**src/rtl/fir_out_decim_fifo.sv**
```systemverilog
// ---------------------------------------------------------------------------
// fir_out_decim_fifo
//
// Output stage sitting directly behind the 51-tap low-pass FIR. The wide
// signed filter result is clipped to the system sample width and decimated
// by a fixed factor (the FIR's low-pass response does the anti-aliasing).
// Kept samples pass through one saturation register and are then buffered
// in a small first-word-fall-through FIFO. The consumer (DAC / UART framing)
// drains the FIFO with a valid/ready handshake. Clipping and FIFO overflow
// are reported through sticky status bits and a saturating drop counter.
//
// Parameters
//   IN_WIDTH    width of the signed filter output sample
//   OUT_WIDTH   width of the saturated output sample
//   DECIM       decimation factor (>=1), keep 1 of every DECIM valid inputs
//   FIFO_DEPTH  FIFO entries, power of two, >=2
//
// Ports
//   clk         single clock, everything on the rising edge
//   rst         asynchronous, active-high reset
//   in_valid    y_in carries a new filter sample this cycle
//   y_in        signed filter output sample
//   out_data    FIFO head sample, 0 while the FIFO is empty
//   out_valid   FIFO holds at least one sample
//   out_ready   consumer takes out_data when out_valid is also high
//   level       current FIFO occupancy
//   clr_status  synchronous clear of sat_flag, overflow and drop_count
//   sat_flag    sticky: a kept sample was clipped
//   overflow    sticky: a kept sample was lost because the FIFO was full
//   drop_count  number of lost samples, holds at 255
// ---------------------------------------------------------------------------
module fir_out_decim_fifo #(
  parameter int IN_WIDTH   = 39,
  parameter int OUT_WIDTH  = 16,
  parameter int DECIM      = 4,
  parameter int FIFO_DEPTH = 8
) (
  input  logic                                clk,
  input  logic                                rst,
  input  logic                                in_valid,
  input  logic signed [IN_WIDTH-1:0]          y_in,
  output logic signed [OUT_WIDTH-1:0]         out_data,
  output logic                                out_valid,
  input  logic                                out_ready,
  output logic [$clog2(FIFO_DEPTH):0]         level,
  input  logic                                clr_status,
  output logic                                sat_flag,
  output logic                                overflow,
  output logic [7:0]                          drop_count
);

  // A decimation factor of 1 still needs a (constant zero) phase register
  // of at least one bit.
  localparam int PW = (DECIM > 1) ? $clog2(DECIM) : 1;
  localparam int AW = $clog2(FIFO_DEPTH);
  localparam int LW = AW + 1;

  // Saturation thresholds expressed at the input width, plus the clipped
  // output codes at the output width.
  localparam logic signed [IN_WIDTH-1:0] IN_MAX =
    {{(IN_WIDTH-OUT_WIDTH+1){1'b0}}, {(OUT_WIDTH-1){1'b1}}};
  localparam logic signed [IN_WIDTH-1:0] IN_MIN =
    {{(IN_WIDTH-OUT_WIDTH+1){1'b1}}, {(OUT_WIDTH-1){1'b0}}};
  localparam logic signed [OUT_WIDTH-1:0] OUT_MAX = {1'b0, {(OUT_WIDTH-1){1'b1}}};
  localparam logic signed [OUT_WIDTH-1:0] OUT_MIN = {1'b1, {(OUT_WIDTH-1){1'b0}}};

  logic [PW-1:0]                phase;
  logic                         keep;
  logic signed [OUT_WIDTH-1:0]  sat_next;
  logic                         clip;
  logic                         sat_valid;
  logic signed [OUT_WIDTH-1:0]  sat_data;

  logic signed [OUT_WIDTH-1:0]  mem [FIFO_DEPTH];
  logic [AW-1:0]                wr_ptr;
  logic [AW-1:0]                rd_ptr;
  logic [LW-1:0]                count;
  logic                         full;
  logic                         empty;
  logic                         rd_en;
  logic                         wr_en;
  logic                         drop;

  // Decimation phase only moves on valid inputs, so gaps in the input
  // stream do not disturb which samples are kept. Phase 0 is the keeper,
  // which makes the first valid sample after reset the first one kept.
  always_ff @(posedge clk or posedge rst) begin
    if (rst) begin
      phase <= '0;
    end else if (in_valid) begin
      if (phase == PW'(DECIM - 1))
        phase <= '0;
      else
        phase <= phase + PW'(1);
    end
  end

  assign keep = in_valid && (phase == '0);

  // Clip the wide sample into the output range. In-range values keep
  // their low bits unchanged, which is exact for two's complement.
  always_comb begin
    sat_next = y_in[OUT_WIDTH-1:0];
    clip     = 1'b0;
    if (y_in > IN_MAX) begin
      sat_next = OUT_MAX;
      clip     = 1'b1;
    end else if (y_in < IN_MIN) begin
      sat_next = OUT_MIN;
      clip     = 1'b1;
    end
  end

  // One pipeline stage between the filter and the FIFO. Data is only
  // loaded for kept samples; the valid bit qualifies it.
  always_ff @(posedge clk or posedge rst) begin
    if (rst) begin
      sat_valid <= 1'b0;
      sat_data  <= '0;
    end else begin
      sat_valid <= keep;
      if (keep)
        sat_data <= sat_next;
    end
  end

  // FIFO control. A full FIFO still accepts a write when the head is being
  // read in the same cycle. An empty FIFO never forwards the incoming
  // sample combinationally: it lands in storage and appears next cycle.
  assign empty     = (count == '0);
  assign full      = (count == LW'(FIFO_DEPTH));
  assign out_valid = !empty;
  assign rd_en     = out_valid && out_ready;
  assign wr_en     = sat_valid && (!full || rd_en);
  assign drop      = sat_valid && full && !rd_en;

  // Sample storage has no reset; stale entries are unreachable once the
  // pointers and occupancy are cleared.
  always_ff @(posedge clk) begin
    if (wr_en)
      mem[wr_ptr] <= sat_data;
  end

  // Pointers wrap naturally because the depth is a power of two; the
  // separate occupancy counter disambiguates full from empty.
  always_ff @(posedge clk or posedge rst) begin
    if (rst) begin
      wr_ptr <= '0;
      rd_ptr <= '0;
      count  <= '0;
    end else begin
      if (wr_en)
        wr_ptr <= wr_ptr + AW'(1);
      if (rd_en)
        rd_ptr <= rd_ptr + AW'(1);
      case ({wr_en, rd_en})
        2'b10:   count <= count + LW'(1);
        2'b01:   count <= count - LW'(1);
        default: count <= count;
      endcase
    end
  end

  assign level    = count;
  assign out_data = empty ? '0 : mem[rd_ptr];

  // Sticky status. A clear and a new event in the same cycle resolve in
  // favour of the event, so nothing that happens during a clear is lost;
  // the drop counter then restarts at one.
  always_ff @(posedge clk or posedge rst) begin
    if (rst) begin
      sat_flag   <= 1'b0;
      overflow   <= 1'b0;
      drop_count <= '0;
    end else begin
      if (clr_status) begin
        sat_flag   <= 1'b0;
        overflow   <= 1'b0;
        drop_count <= '0;
      end
      if (keep && clip)
        sat_flag <= 1'b1;
      if (drop) begin
        overflow <= 1'b1;
        if (clr_status)
          drop_count <= 8'd1;
        else if (drop_count != 8'hFF)
          drop_count <= drop_count + 8'd1;
      end
    end
  end

endmodule

```
**config.mk**
```make
export PLATFORM = sky130hd
export DESIGN_NAME = fir_out_decim_fifo
export DESIGN_NICKNAME = d
export VERILOG_FILES = /design/src/rtl/fir_out_decim_fifo.sv
export SDC_FILE = /design/constraint.sdc
export NUM_CORES = 1
export LEC_CHECK = 0
export ABC_CLOCK_PERIOD_IN_PS = 5890
export BUFFER_PORTS_ARGS = -buffer_cell sky130_fd_sc_hd__buf_2
export CORE_AREA = 2 2 109 111
export CTS_CLUSTER_SIZE = 16
export DETAILED_ROUTE_END_ITERATION = 8
export DIE_AREA = 0 0 111 113
export MAX_ROUTING_LAYER = met4
export PLACE_DENSITY = 0.89
export SLEW_MARGIN = 20
export SYNTH_ARGS = -nofsm -noshare
export SYNTH_HDL_FRONTEND = slang
export SYNTH_SLANG_ARGS = --single-unit
```
**constraint.sdc**
```tcl
create_clock -name clk -period 5.89 [get_ports clk]
set_input_delay 0.2945 -clock clk [delete_from_list [all_inputs] [get_ports clk]]
set_output_delay 0.2945 -clock clk [all_outputs]
set_load 0.03 [all_outputs]
```
* Word level (Yosys, flattened, before mapping)
Memories as Yosys holds them, arrays and structs flattened.
Cells that the tools add are included.
** Storage, ports and cells
- Register bits after elaboration :: 39
- Memory bits (writable) :: 128
- Input bits :: 44
- Output and inout port bits :: 31
- Logic and storage cells :: 54
- Memories kept :: 1
** Operators by class
- Add/sub/neg operators :: 6
- $lt $le $gt $ge :: 2
- Equal/unequal tests :: 5
- Multiplexer cells :: 16
- Reductions and logical operators :: 15
** Memory list
- mem :: words 8, width 16, read ports 1, clocked after Yosys merged registers in 0, wr ports 1, RTL line 74 : logic signed [OUT_WIDTH-1:0] mem [FIFO_DEPTH];
** Operators with widths (number)
- 2-to-1 mux 16 bit :: 3
- greater-than comparator 39 x 16 -> 1 bit (second input constant) :: 1
- < comparator 39 x 16 -> 1 bit (second input constant) :: 1
- 2-to-1 mux 8 bit :: 4
- adder 8 x 1 -> 8 bit (second input constant) :: 1
- != test 8 bit (second input constant) :: 1
- one-hot mux 4 bit (2 select lines) :: 1
- 2-to-1 mux 1 bit :: 7
- adder 3 x 1 -> 3 bit (second input constant) :: 2
- logical AND 1 bit :: 6
- nonzero test 2 bit :: 3
- adder 4 x 1 -> 4 bit (second input constant) :: 1
- equality test 2 bit (second input constant) :: 2
- equality test 4 bit (second input constant) :: 1
- zero test 4 bit :: 1
- subtractor 4 x 1 -> 4 bit (second input constant) :: 1
- zero test 1 bit :: 3
- adder 2 x 1 -> 2 bit (second input constant) :: 1
- equality test 2 x 1 -> 1 bit (second input constant) :: 1
- zero test 2 bit :: 1
- 2-to-1 mux 2 bit :: 1
- logical OR 1 bit :: 1

* Logic depth before layout (Yosys ltp)
- Word-level depth :: 7
- Mapped depth :: 9
- Depth with buffers taken out :: 9

* Worst setup path before layout
OpenSTA, ideal clock, no wires.
- Path kind :: flip-flop to flip-flop
- Start :: reg count[3] (netlist: level[3])
- End :: mem mem[0][0], enable pin
- Setup time :: 0.430 ns
- Arrival :: 2.852 ns
- Required time :: 5.460 ns
- Setup slack :: 2.608 ns
- Cell stages (with the launch flop) :: 5
- Buffers on the path :: 0
- Period minus slack after synthesis :: 3.282 ns
- Path through :: dfrtp_1 -> and2b_1 -> a21boi_1 -> inv_1 -> nor4_1
** Between the ends
- Longest elaborated chain between the ends :: 7
- Elaborated cells on any way between the ends :: 9
- Those cells by class :: 1 x eq/ne; 2 x mux; 6 x reduce/logical
** Ends and longest elaborated chain
- start, declared :: RTL line 77 : logic [LW-1:0] count;
- start signal, assigned :: RTL line 157 : 2'b10: count <= count + LW'(1);
- start signal, assigned :: RTL line 158 : 2'b01: count <= count - LW'(1);
- start signal, assigned :: RTL line 159 : default: count <= count;
- zero test 4 bit :: RTL line 130 : assign empty = (count == '0);
- zero test 1 bit :: RTL line 132 : assign out_valid = !empty;
- logical AND 1 bit :: RTL line 133 : assign rd_en = out_valid && out_ready;
- logical OR 1 bit * :: RTL line 134 : assign wr_en = sat_valid && (!full || rd_en);
- logical AND 1 bit * :: RTL line 134
- 2-to-1 mux 1 bit * :: RTL line 140 : if (wr_en)
- 2-to-1 mux 1 bit (implied by the code) * :: RTL line 141 : mem[wr_ptr] <= sat_data;
- end, declared :: RTL line 74
Every way passes the cells marked *; elsewhere a longest branch is shown, timed or not.

* Worst setup path after layout
- Start :: reg count[3] (netlist: level[3])
- End :: reg count[3] (netlist: level[3])
** Between the ends
- Longest elaborated chain between the ends :: 7
- Elaborated cells on any way between the ends :: 13
- Those cells by class :: 2 x add/sub; 3 x eq/ne; 1 x mux; 7 x reduce/logical
** Ends and longest elaborated chain
- zero test 4 bit :: RTL line 130
- zero test 1 bit :: RTL line 132
- logical AND 1 bit :: RTL line 133
- logical OR 1 bit :: RTL line 134
- logical AND 1 bit :: RTL line 134
- equality test 2 x 1 -> 1 bit / equality test 2 bit (equally long branches) :: RTL line 156 : case ({wr_en, rd_en})
- one-hot mux 4 bit (2 select lines) / nonzero test 2 bit (equally long branches)
Several ways; a longest one is shown, not always the timed one.
A chain may end at the register's enable or synchronous reset.

==> flow_summary.json <==
{
  "yosysMostFrequentCell": "edfxtp_1",
  "avgSynthCellArea_sq_um": 16.3,
  "setup_ws_ns": 3.08,
  "worstPathRequired_ns": 6.22,
  "ys_warn_count": 0,
  "crit_arrival_ns": 3.15,
  "core_sq_um": 11300,
  "cts_tree": "built",
  "max_freq_ghz": 0.355,
  "cp_common_cell": "ha_1",
  "synth_cell_types": 44,
  "initial_core_util": 0.624,
  "drc": 0,
  "synth_seq_cells": 167,
  "synth_area_leaders": "edfxtp_1 (55%), dfrtp_1 (14%), mux4_2 (10%)",
  "grt_max_degree": 40,
  "tightest_slew_ns": 1.08,
  "wl_per_cell_um": 22.3,
  "min_period_ns": 2.81,
  "dp_slack_ns": 2.71,
  "crit_type": "reg -> reg",
  "gr-usage-met3": 0.0525,
  "place.port_buffers": 74,
  "rows": 39,
  "synth_commonest_cells": "edfxtp_1 (128), dfrtp_1 (39), nor2_1 (38), mux4_2 (32), nor4_1 (23)",
  "worstSetupStartpointType": "register",
  "top_usage_layer": "met2",
  "path_clk_slew_ns": 0.06,
  "vias": 4301,
  "dieHeight_um": 113,
  "synth_cells": 431,
  "area_growth_pct": 16.8,
  "dp_hpwl_mm": 9.38,
  "rsz0062_at_grt": "no",
  "numCtsBuffers": 17,
  "clockRootBuffer": "clkbuf_16",
  "use_met1": 0.332,
  "slew_viol_final": 0,
  "nets": 568,
  "grt_pass1_wl_mm": 24.0,
  "critPathMaxFanout": 5,
  "io_pins": 75,
  "antenna_found_initial": 0,
  "diodes": 0,
  "first_global_vias": 4335,
  "routed_via_density": 6.41,
  "die_w_um": 111,
  "total_power_mw": 4.24,
  "place_congestion": 0.875,
  "placed_area_sq_um": 7580,
  "async_flop_share": 0.234,
  "first_pass_iters": 5,
  "grt_usage": 0.263,
  "ys_dominant_reg_cell": "edfxtp_1",
  "endpoint_kind": "register",
  "cts_setup_buffers": 0,
  "finalHoldViolCount": 0,
  "fin_skew_ns": 0.00992,
  "htree_levels": 4,
  "vdd_drop_max_v": 0.000241,
  "synth_top_cell_area_share": 0.546,
  "finalCritPeriodShare": 0.478,
  "relSlewSlack": 0.281,
  "slowest_stage": "dfrtp_1",
  "use_met2": 0.431,
  "clockBufferDepth": 2,
  "globalRouteOverflowTotal": 0,
  "syn_nets": 484,
  "p_leak_nw": 3.03,
  "wirelength_mm": 15.0,
  "synth_largest_area_cell": "edfxtp_1",
  "path_cells": "and2b_1, a21boi_1, inv_1, ha_1, ha_1, a21o_1, a21oi_1, mux2i_1, xnor2_1",
  "drt_iter0_markers": 383,
  "yosysSeqAreaShare": 0.685,
  "stdcell_area_sq_um": 8220,
  "fin_setup_tns_ns": 0,
  "status": "complete, no violations",
  "clk_latency_ns": 0.42,
  "p_per_area_nw_per_um2": 516,
  "synth_area_sq_um": 7040,
  "setup_violations": 0,
  "cap_violations": 0,
  "synth_edf_count": 128,
  "holdWs_ns": 0.133,
  "ant_nets": 0,
  "hold_path.class": "in -> reg",
  "dieArea_sq_um": 12500,
  "rrSetupSlack_ns": 3.08,
  "drive_gt1_frac": 0.309,
  "cts.sinks": 167,
  "critPathMaxStageDelay_ns": 0.45
}
placed cells by master (no fill, tap or decap), types with 2 or more instances in the layout:
cell type / Yosys / layout
a211oi_1: 16 / 16
a21o_1: 4 / 4
a21oi_1: 5 / 5
and3_1: 5 / 5
buf_2: 7 / 74
buf_4: 2 / 9
clkbuf_1: 7 / 2
clkbuf_16: 0 / 20
clkbuf_8: 0 / 2
clkinv_4: 0 / 2
dfrtp_1: 39 / 38
edfxtp_1: 128 / 128
ha_1: 8 / 8
inv_1: 13 / 13
inv_4: 0 / 3
mux2_2: 2 / 2
mux2i_1: 19 / 19
mux4_2: 32 / 32
nand2_1: 10 / 10
nand2b_1: 2 / 2
nand3_1: 21 / 21
nand4_1: 7 / 7
nor2_1: 38 / 37
nor3_2: 0 / 4
nor4_1: 23 / 22
nor4_4: 2 / 2
o21ai_0: 7 / 7
or3_1: 3 / 3
xnor2_1: 4 / 4
xor2_1: 3 / 3
critical path, delay by kind of cell, from the launching register on:
| kind | cells | cell delay (ns) |
|---|---|---|
| mux | 1 | 0.26 |
| flops | 1 | 0.45 |
| simple gates | 1 | 0.25 |
| compound gates | 3 | 0.76 |
| buf+inv | 1 | 0.25 |
| fa+ha+maj | 2 | 0.61 |
| xor+xnor | 1 | 0.15 |
per-layer routing:
| metal | wire, um | vias to the layer above | share of wire |
|---|---|---|---|
| met1 | 5890 | 2134 | 0.39 |
| met3 | 1200 | 32 | 0.080 |
| met2 | 7590 | 253 | 0.51 |
| li1 | - | 1882 | - |
| met5 | 0 | - | 0 |
| met4 | 320 | 0 | 0.021 |
layout make-up:
type | instances | area, sq um
Fill cell | 666 | 3050
Tap cell | 143 | 179
Multi-Input combinational cell | 230 | 2090
Clock buffer | 24 | 536
Clock inverter | 8 | 78.8
Sequential cell | 167 | 4820
Inverter | 14 | 52.6
Timing Repair Buffer | 85 | 459
power breakdown:
part / leakage (nW) / switching, mW / total (mW) / internal (mW)
Combinational: 1.11 / 0.692 / 1.21 / 0.513
Sequential: 1.62 / 0.338 / 1.92 / 1.58
Clock: 0.303 / 0.432 / 1.11 / 0.682
Total: 3.03 / 1.46 / 4.24 / 2.78
repair_timing:
| action | 4_1_cts | 5_1_grt |
|---|---|---|
| endpoints found under the setup margin | 0 | 0 |
| hold buffers | 1 | 0 |
| gates resized for setup | 0 | 0 |
| hold endpoints to repair | 33 | 0 |
stage by stage:
step	utilization	instances
2_1_floorplan	-	431
3_3_place_gp	0.673	637
3_5_place_dp	0.673	637
4_1_cts	0.728	670
5_1_grt	0.729	671
6_report	0.729	671
cell families (layout without fill, tap and decap cells):
logic type,count (synthesis),in the layout,synth area share
flip-flops,167,167,0.685
AND/OR/NAND/NOR,122,122,0.0944
XOR/XNOR,7,7,0.00871
AO/OA/AOI/OAI,39,39,0.0404
buffers and inverters,34,131,0.0220
multiplexers,53,53,0.133
adder cells (fa/ha/maj),9,9,0.0171
sequential cells by signal (all words and copies together), names as in the netlist:
signal,cells
sat_data,16
mem,128
phase,2
wr_ptr,3
overflow,1
level,4
sat_valid,1
rd_ptr,3
sat_flag,1
drop_count,8
final timing paths:
check / startpoint / endpoint / cells after the start
worst max-delay path: level[3] / level[3] / 9
worst min-delay path: clr_status / drop_count[5] / 2
worst max register to register: level[3] / level[3] / 9
worst min register to register: overflow / overflow / 1
max in group asynchronous: rst / rd_ptr[0] / 4
min in group asynchronous: rst / drop_count[2] / 4
Note: power is estimated with default switching activity, not from simulation.
